===== config.mk =====
export PLATFORM = sky130hd
export DESIGN_NAME = rsqrt_newton_sequencer
export DESIGN_NICKNAME = d
export VERILOG_FILES = /design/src/rtl/ransac_fixed.sv /design/src/rtl/rsqrt_newton_sequencer_pkg.sv /design/src/rtl/rsqrt_newton_sequencer_seed.sv /design/src/rtl/rsqrt_newton_sequencer.sv
export SDC_FILE = /design/constraint.sdc
export NUM_CORES = 1
export LEC_CHECK = 0
export CORE_UTILIZATION = 54
export CTS_CLUSTER_DIAMETER = 150
export CTS_CLUSTER_SIZE = 8
export DETAILED_ROUTE_END_ITERATION = 10
export PLACE_DENSITY = 0.86
export SETUP_SLACK_MARGIN = 0.15
export SLEW_MARGIN = 10
export SYNTH_ARGS = -nofsm -noshare
export SYNTH_HDL_FRONTEND = slang
export SYNTH_SLANG_ARGS = --single-unit

===== constraint.sdc =====
create_clock -name clock -period 11.8 [get_ports clock]
set_input_delay 2.36 -clock clock [delete_from_list [all_inputs] [get_ports clock]]
set_output_delay 2.36 -clock clock [all_outputs]
set_load 0.05 [all_outputs]

===== src/rtl/ransac_fixed.sv =====
`default_nettype none
// ============================================================================
//  Module      : ransac_fixed (package)
//  Description : Shared signed Q16.16 fixed-point type and helpers used by
//                the RANSAC normalisation path.
//  Revision    : 1.0  initial release
// ============================================================================
package ransac_fixed;

   localparam int FRACTION_BITS = 16;
   localparam int VALUE_BITS    = 32;

   typedef logic signed [VALUE_BITS-1:0] fixed_t;

   function automatic int fraction_bits();
      return FRACTION_BITS;
   endfunction

   function automatic int value_bits();
      return VALUE_BITS;
   endfunction

   function automatic fixed_t one();
      return fixed_t'(1) << FRACTION_BITS;
   endfunction

   function automatic fixed_t max_positive();
      return {1'b0, {(VALUE_BITS-1){1'b1}}};
   endfunction

   // Bit index of the most significant set bit, or -1 for an all-zero value.
   function automatic int leading_one_index(fixed_t value);
      int index;
      index = -1;
      for (int i = 0; i < VALUE_BITS; i++) begin
         if (value[i]) index = i;
      end
      return index;
   endfunction

endpackage
`default_nettype wire


===== src/rtl/rsqrt_newton_sequencer_pkg.sv =====
`default_nettype none
// ============================================================================
//  Module      : rsqrt_newton_sequencer_pkg (package)
//  Description : State encoding for the Newton rsqrt request sequencer.
//  Revision    : 1.0  initial release
// ============================================================================
package rsqrt_newton_sequencer_pkg;

   typedef enum logic [2:0] {
      ST_IDLE  = 3'd0,
      ST_SEED  = 3'd1,
      ST_ISSUE = 3'd2,
      ST_WAIT  = 3'd3,
      ST_DONE  = 3'd4
   } seq_state_t;

endpackage
`default_nettype wire


===== src/rtl/rsqrt_newton_sequencer_seed.sv =====
`default_nettype none
// ============================================================================
//  Module      : rsqrt_seed_generator
//  Description : Combinational power-of-two seed for 1/sqrt(x): finds the
//                leading one of x, halves the negated exponent (floor) and
//                shifts one() accordingly, saturating on overflow.
//  Revision    : 1.0  initial release
// ============================================================================
module rsqrt_seed_generator
   import ransac_fixed::*;
(
   input  fixed_t number,
   output fixed_t seed
);

   int msb_index;
   int neg_exponent;
   int shift;

   // Seed = 2^floor(-(p - F)/2); arithmetic shift of a signed int floors.
   always_comb begin
      msb_index    = leading_one_index(number);
      neg_exponent = fraction_bits() - msb_index;
      shift        = neg_exponent >>> 1;
      if (msb_index < 0) begin
         // Zero never reaches the seed stage; pick a harmless saturated value.
         seed = max_positive();
      end else if (shift >= 0) begin
         // The one-bit must stay below the sign bit.
         if (fraction_bits() + shift > value_bits() - 2) begin
            seed = max_positive();
         end else begin
            seed = one() << shift;
         end
      end else begin
         seed = one() >> (-shift);
      end
   end

endmodule
`default_nettype wire


===== src/rtl/rsqrt_newton_sequencer.sv =====
`default_nettype none
// ============================================================================
//  Module      : rsqrt_newton_sequencer
//  Description : Initiator for an external Newton rsqrt iteration unit.
//                Seeds a power-of-two guess, runs up to ITERATIONS passes
//                with a per-pass timeout, and returns 1/sqrt(x).
//  Revision    : 1.0  initial release
// ============================================================================
module rsqrt_newton_sequencer
   import ransac_fixed::*;
   import rsqrt_newton_sequencer_pkg::*;
#(
   parameter int ITERATIONS     = 4,
   parameter int TIMEOUT_CYCLES = 64,
   parameter int RESET_POLARITY = 1
) (
   input  logic                              clock,
   input  logic                              reset,
   input  logic                              input_valid,
   input  fixed_t                            number,
   output logic                              input_ready,
   output logic                              output_valid,
   output fixed_t                            result,
   output logic                              error,
   output logic [$clog2(ITERATIONS+1)-1:0]   iterations_used,
   output logic                              iter_input_valid,
   output fixed_t                            iter_number,
   output fixed_t                            iter_old_guess,
   input  logic                              iter_input_ready,
   input  logic                              iter_output_valid,
   input  fixed_t                            iter_new_guess
);

   localparam int COUNT_W = $clog2(ITERATIONS + 1);
   localparam int WAIT_W  = $clog2(TIMEOUT_CYCLES + 1);
   localparam logic [COUNT_W-1:0] LAST_PASS = COUNT_W'(ITERATIONS - 1);
   localparam logic [WAIT_W-1:0]  LAST_WAIT = WAIT_W'(TIMEOUT_CYCLES - 1);

   // Reset is always synchronous active-high; the polarity setting is inert.
   if (RESET_POLARITY == 0) begin : g_reset_polarity_fixed
   end

   seq_state_t            state;
   seq_state_t            next_state;
   fixed_t                x_latched;
   fixed_t                guess;
   fixed_t                seed;
   fixed_t                pending_result;
   logic                  pending_error;
   logic [COUNT_W-1:0]    pass_count;
   logic [WAIT_W-1:0]     wait_count;

   logic                  x_not_positive;
   logic                  capture;
   logic                  new_is_negative;
   logic                  converged;
   logic                  timed_out;

   rsqrt_seed_generator seed_gen (
      .number (x_latched),
      .seed   (seed)
   );

   assign x_not_positive  = (number <= fixed_t'(0));
   // The first WAIT cycle (wait_count==0) ignores a possibly stale valid.
   assign capture         = (wait_count != '0) && iter_output_valid;
   assign new_is_negative = iter_new_guess[VALUE_BITS-1];
   assign converged       = (iter_new_guess == guess) || (pass_count == LAST_PASS);
   assign timed_out       = (wait_count == LAST_WAIT);

   assign iter_number     = x_latched;
   assign iter_old_guess  = guess;

   // State register.
   always_ff @(posedge clock) begin
      if (reset) begin
         state <= ST_IDLE;
      end else begin
         state <= next_state;
      end
   end

   // Next-state decode.
   always_comb begin
      next_state = state;
      case (state)
         ST_IDLE: begin
            if (input_valid) begin
               next_state = x_not_positive ? ST_DONE : ST_SEED;
            end
         end
         ST_SEED:  next_state = ST_ISSUE;
         ST_ISSUE: begin
            if (iter_input_ready) next_state = ST_WAIT;
         end
         ST_WAIT: begin
            if (capture) begin
               next_state = (new_is_negative || converged) ? ST_DONE : ST_ISSUE;
            end else if (timed_out) begin
               next_state = ST_DONE;
            end
         end
         ST_DONE:  next_state = ST_IDLE;
         default:  next_state = ST_IDLE;
      endcase
   end

   // Moore handshake outputs.
   always_comb begin
      input_ready      = 1'b0;
      iter_input_valid = 1'b0;
      case (state)
         ST_IDLE:  input_ready      = 1'b1;
         ST_ISSUE: iter_input_valid = 1'b1;
         default: begin
            input_ready      = 1'b0;
            iter_input_valid = 1'b0;
         end
      endcase
   end

   // Datapath: operand latch, guess, pass/timeout counters and result registers.
   always_ff @(posedge clock) begin
      if (reset) begin
         x_latched       <= '0;
         guess           <= '0;
         pending_result  <= '0;
         pending_error   <= 1'b0;
         pass_count      <= '0;
         wait_count      <= '0;
         output_valid    <= 1'b0;
         error           <= 1'b0;
         result          <= '0;
         iterations_used <= '0;
      end else begin
         case (state)
            ST_IDLE: begin
               if (input_valid) begin
                  x_latched      <= number;
                  output_valid   <= 1'b0;
                  error          <= 1'b0;
                  pass_count     <= '0;
                  pending_error  <= x_not_positive;
                  pending_result <= '0;
               end
            end
            ST_SEED: begin
               guess         <= seed;
               pass_count    <= '0;
               wait_count    <= '0;
               pending_error <= 1'b0;
            end
            ST_ISSUE: begin
               wait_count <= '0;
            end
            ST_WAIT: begin
               if (capture) begin
                  pass_count <= pass_count + 1'b1;
                  wait_count <= '0;
                  if (new_is_negative) begin
                     pending_error  <= 1'b1;
                     pending_result <= '0;
                  end else if (converged) begin
                     pending_error  <= 1'b0;
                     pending_result <= iter_new_guess;
                  end else begin
                     guess <= iter_new_guess;
                  end
               end else begin
                  wait_count <= wait_count + 1'b1;
                  if (timed_out) begin
                     pending_error  <= 1'b1;
                     pending_result <= guess;
                  end
               end
            end
            ST_DONE: begin
               output_valid    <= 1'b1;
               result          <= pending_result;
               error           <= pending_error;
               iterations_used <= pass_count;
            end
            default: begin
               output_valid <= output_valid;
            end
         endcase
      end
   end

endmodule
`default_nettype wire


==> summary.txt <==
Worst setup path
  – Crit Path Category: register to register
  – CP top delay family: simple AND/OR/NAND/NOR gates
  – CP arrival: ~6.4 ns
  – Worst Reg-to-Reg Cells: 16
  – Critical path buffer and inverter count: 2
  – R2r endpoint: iter_old_guess[4]
  – CP Launch Type: register
  – Setup crit end kind: register
  – Cell mode on critical path: nor2_1
  – Crit Path Max Fanout: 30
  – R2R Path Start: iter_number[25]
  – FF-to-FF setup slack: approximately 5.8 ns
  – Crit path max-delay cell type: nor2_1
  – Worst path cell trace: nor4_1 > nand4_1 > nor2_1 > nor2_1 > ha_1 > inv_1 > ha_1 > nor4b_1 > nand2_1 > nor4_1 > mux2_2 > a2111oi_1 > nor2_1 > buf_4 > a22o_1 > a31o_1
  – Slowest stage delay, CP: 0.87 ns
  – Crit path required time: approximately 12 ns

Floorplanning
  – Die Span Y: 126.9 microns
  – Initial Utilization: 0.5540
  – Core area: around 0.015 sq mm
  – Die Wd: between 100 and 150 microns
  – Ports: ~170
  – Die Footprint: between 0.015 and 0.02 sq mm
  – Core Rows: between 40 and 50

Job
  – Max cap viols: 0

GRT
  – Largest net degree at the start of global routing: between 60 and 70
  – Global-route wire length before repair: 42700 microns
  – Initial antenna violation count: 0
  – Gr usage total: 0.3309
  – Vias in the first global route: roughly 8400
  – Remaining Overflow, GRT: 0

Yosys
  – Sequential area share after synthesis: 0.3494
  – Distinct cells, synth: slightly below 80
  – Syn Inst Count: around 1100
  – Top area cells in the synthesized netlist: dfxtp_1 35%, nand2_1 8.4%, a21oi_1 6.9%
  – Post-synthesis instance area: 0.008422 sq mm
  – Net Count, Synth: about 1200
  – Async S/R FF share, synth: 0
  – Yosys reg bits: between 100 and 150
  – Yosys top cell by area: dfxtp_1
  – Syn avg cell area: between 7 and 8 sq um
  – Post-synth EDFFs: 0
  – Ys flop type: dfxtp_1
  – Post-synth top area share: 0.3494
  – Yosys warnings: 0

Power and ir drop
  – Leak: between 0.003 and 0.004 uW
  – Power per standard cell area: a little under 200 mW/mm^2
  – Maximum vdd drop: approximately 0.13 mV

Timing
  – Minimum clock period: 6.043 ns
  – RSZ-0062 raised after global routing: false
  – Fin. Hold Viols: 0
  – Period utilisation layout: 0.5121
  – Fmax: about 170 MHz
  – Setup Skew: 0.01014 ns
  – Headroom to the max-slew limit: 0.2331
  – Final setup viols: 0
  – Worst-margin pin slew: approximately 1.1 ns
  – Worst Hold Margin: approximately 0.45 ns
  – Setup TNS: 0 ns
  – Fin. max-slew vios: 0

Clock tree
  – H-tree depth: 4
  – Total CTS buffers: 17
  – CTS tree: done
  – PostCTS Resize Cnt: 0
  – Setup bufs post-CTS: 0
  – Hold-fix buffers at CTS: 0
  – Root Buffer: clkbuf_16
  – CTS Sinks: 147
  – Clock Latency Late Sink: 0.43 ns
  – CTS clk-pin slew, worst paths: approximately 0.06 ns
  – CTS max path bufs: 2

Layout
  – Area Growth Syn to Fin: 28.03%
  – Share of post-route cells with drive strength above 1: 0.05816
  – N_diodes: 0
  – Final std cells w/o fill: roughly 1400
  – Number of fill cells in the layout: between 1000 and 1500
  – Nets: 1313

Place
  – I/O Buffers: roughly 170
  – Dpl hpwl: ~19000 microns
  – Placed Instances: roughly 1400
  – Final GP Congestion: ~1

Routing
  – Via-per-instance ratio: 6.326
  – Drt pass-1 iters: 7
  – Drt total wl: approximately 26000 microns
  – DR vias: between 9000 and 10000
  – Wirelength per Cell: 18.42 microns
  – Drt initial violations: between 700 and 800
  – Drt drc: 0
  – Final ANT Viol Nets: 0

Worst hold path
  – Hold WC Path Type: register to register
  – Hold Path Sink: result[3]
  – Min-Delay Startpoint: pending_result[3]
  – Worst Hold Depth: 2

Run status
  – Status: complete, no violations
## area by class of cell
cell class / instances / area, sq um / area share
Inverter: 19 / 71.32 / 0.006614
Clock inverter: 13 / 150.1 / 0.01392
Timing Repair Buffer: 182 / 1792 / 0.1662
Clock buffer: 19 / 452.9 / 0.04201
Tap cell: 188 / 235.2 / 0.02181
Multi-Input combinational cell: 858 / 5139 / 0.4766
Sequential cell: 147 / 2943 / 0.2729
## through the flow
stage	utilization	instance area, sq um	power (uW)	setup WS, ns
final	0.7093	10780	2108	5.757
after global routing	0.7093	10780	2223	5.054
after floorplan	-	8422	1301	6.352
after detailed placement	0.6696	10180	1546	5.996
after CTS	0.7093	10780	2093	5.925
after global placement	0.6696	10180	1541	6.005
## how the worst max path moves through the flow
stage	startpoint	end	cells past startpoint
2_1_floorplan	iter_number[18]	iter_old_guess[10]	23
3_3_place_gp	iter_number[31]	iter_old_guess[10]	16
3_5_place_dp	iter_number[31]	iter_old_guess[11]	16
4_1_cts	iter_number[25]	iter_old_guess[4]	16
5_1_grt	iter_number[24]	iter_old_guess[4]	16
6_report	iter_number[25]	iter_old_guess[4]	16
## metal layers
metal | global-route usage | vias to the layer above | wire length [microns]
li1 | - | 4273 | -
met1 | 0.4160 | 4173 | 10820
met2 | 0.5407 | 487 | 12350
met3 | 0.06537 | 88 | 2004
met4 | 0.1667 | 0 | 1100
met5 | 0 | - | 0
## layout by cell type (no fill, tap or decap), types with 17 or more instances in the layout
cell type          n
nand2_1          188
ha_1              19
nor3_1            22
o21ai_0           38
inv_1             18
a21oi_1          114
nor2_1            96
o21a_1            20
a22oi_1           41
nor4_1            31
a211oi_1          35
nand3_1           28
dfxtp_1          147
clkdlybuf4s50_1  170
xor2_1            36
clkbuf_16         17
## worst reg2reg max path, cell delays in order (launching register included)
cell	delay (ns)
dfxtp_1	0.37
nor4_1	0.49
nand4_1	0.45
nor2_1	0.87
nor2_1	0.12
ha_1	0.41
inv_1	0.22
ha_1	0.25
nor4b_1	0.46
nand2_1	0.22
nor4_1	0.34
mux2_2	0.38
a2111oi_1	0.58
nor2_1	0.08
buf_4	0.25
a22o_1	0.23
a31o_1	0.20
## flip-flops by register name, summed over array words and instances (netlist names)
register,flops
iter_number,32
iterations_used,3
state,3
pending_error,1
output_valid,1
pass_count,3
error,1
pending_result,32
result,32
iter_old_guess,32
wait_count,7
## Yosys cell counts, types with 6 or more instances
library cell    n
nor3_1         24
or4_1           6
a21oi_1       116
nand3_1        28
nand4_1        11
and3_1         12
a31o_1          8
a211oi_1       35
o21a_1         20
o21ai_0        38
a31oi_1        10
a22oi_1        41
dfxtp_1       147
nand2_1       188
nand2b_1       14
nor2_1         97
o21ai_1         6
a22o_1          8
inv_1          18
xor2_1         36
nor4_1         31
clkbuf_1       59
ha_1           19
## power by group
part	leakage [uW]	total [uW]	switching (uW)	internal, uW
clock network	0.000291	544	219	325
registers	0.00120	591	48.6	542
logic	0.00224	973	641	332
total	0.00373	2110	908	1200
## logic make-up (layout without fill, tap and decap cells)
family / Yosys count / count (layout) / synth area share
flops: 147 / 147 / 0.3494
fa+ha+maj: 19 / 19 / 0.02823
mux: 5 / 5 / 0.006240
simple gates: 455 / 455 / 0.2644
buf+inv: 88 / 233 / 0.04368
compound gates: 337 / 337 / 0.2621
xor+xnor: 42 / 42 / 0.04591
No activity file was read; power rests on OpenSTA's default activity.
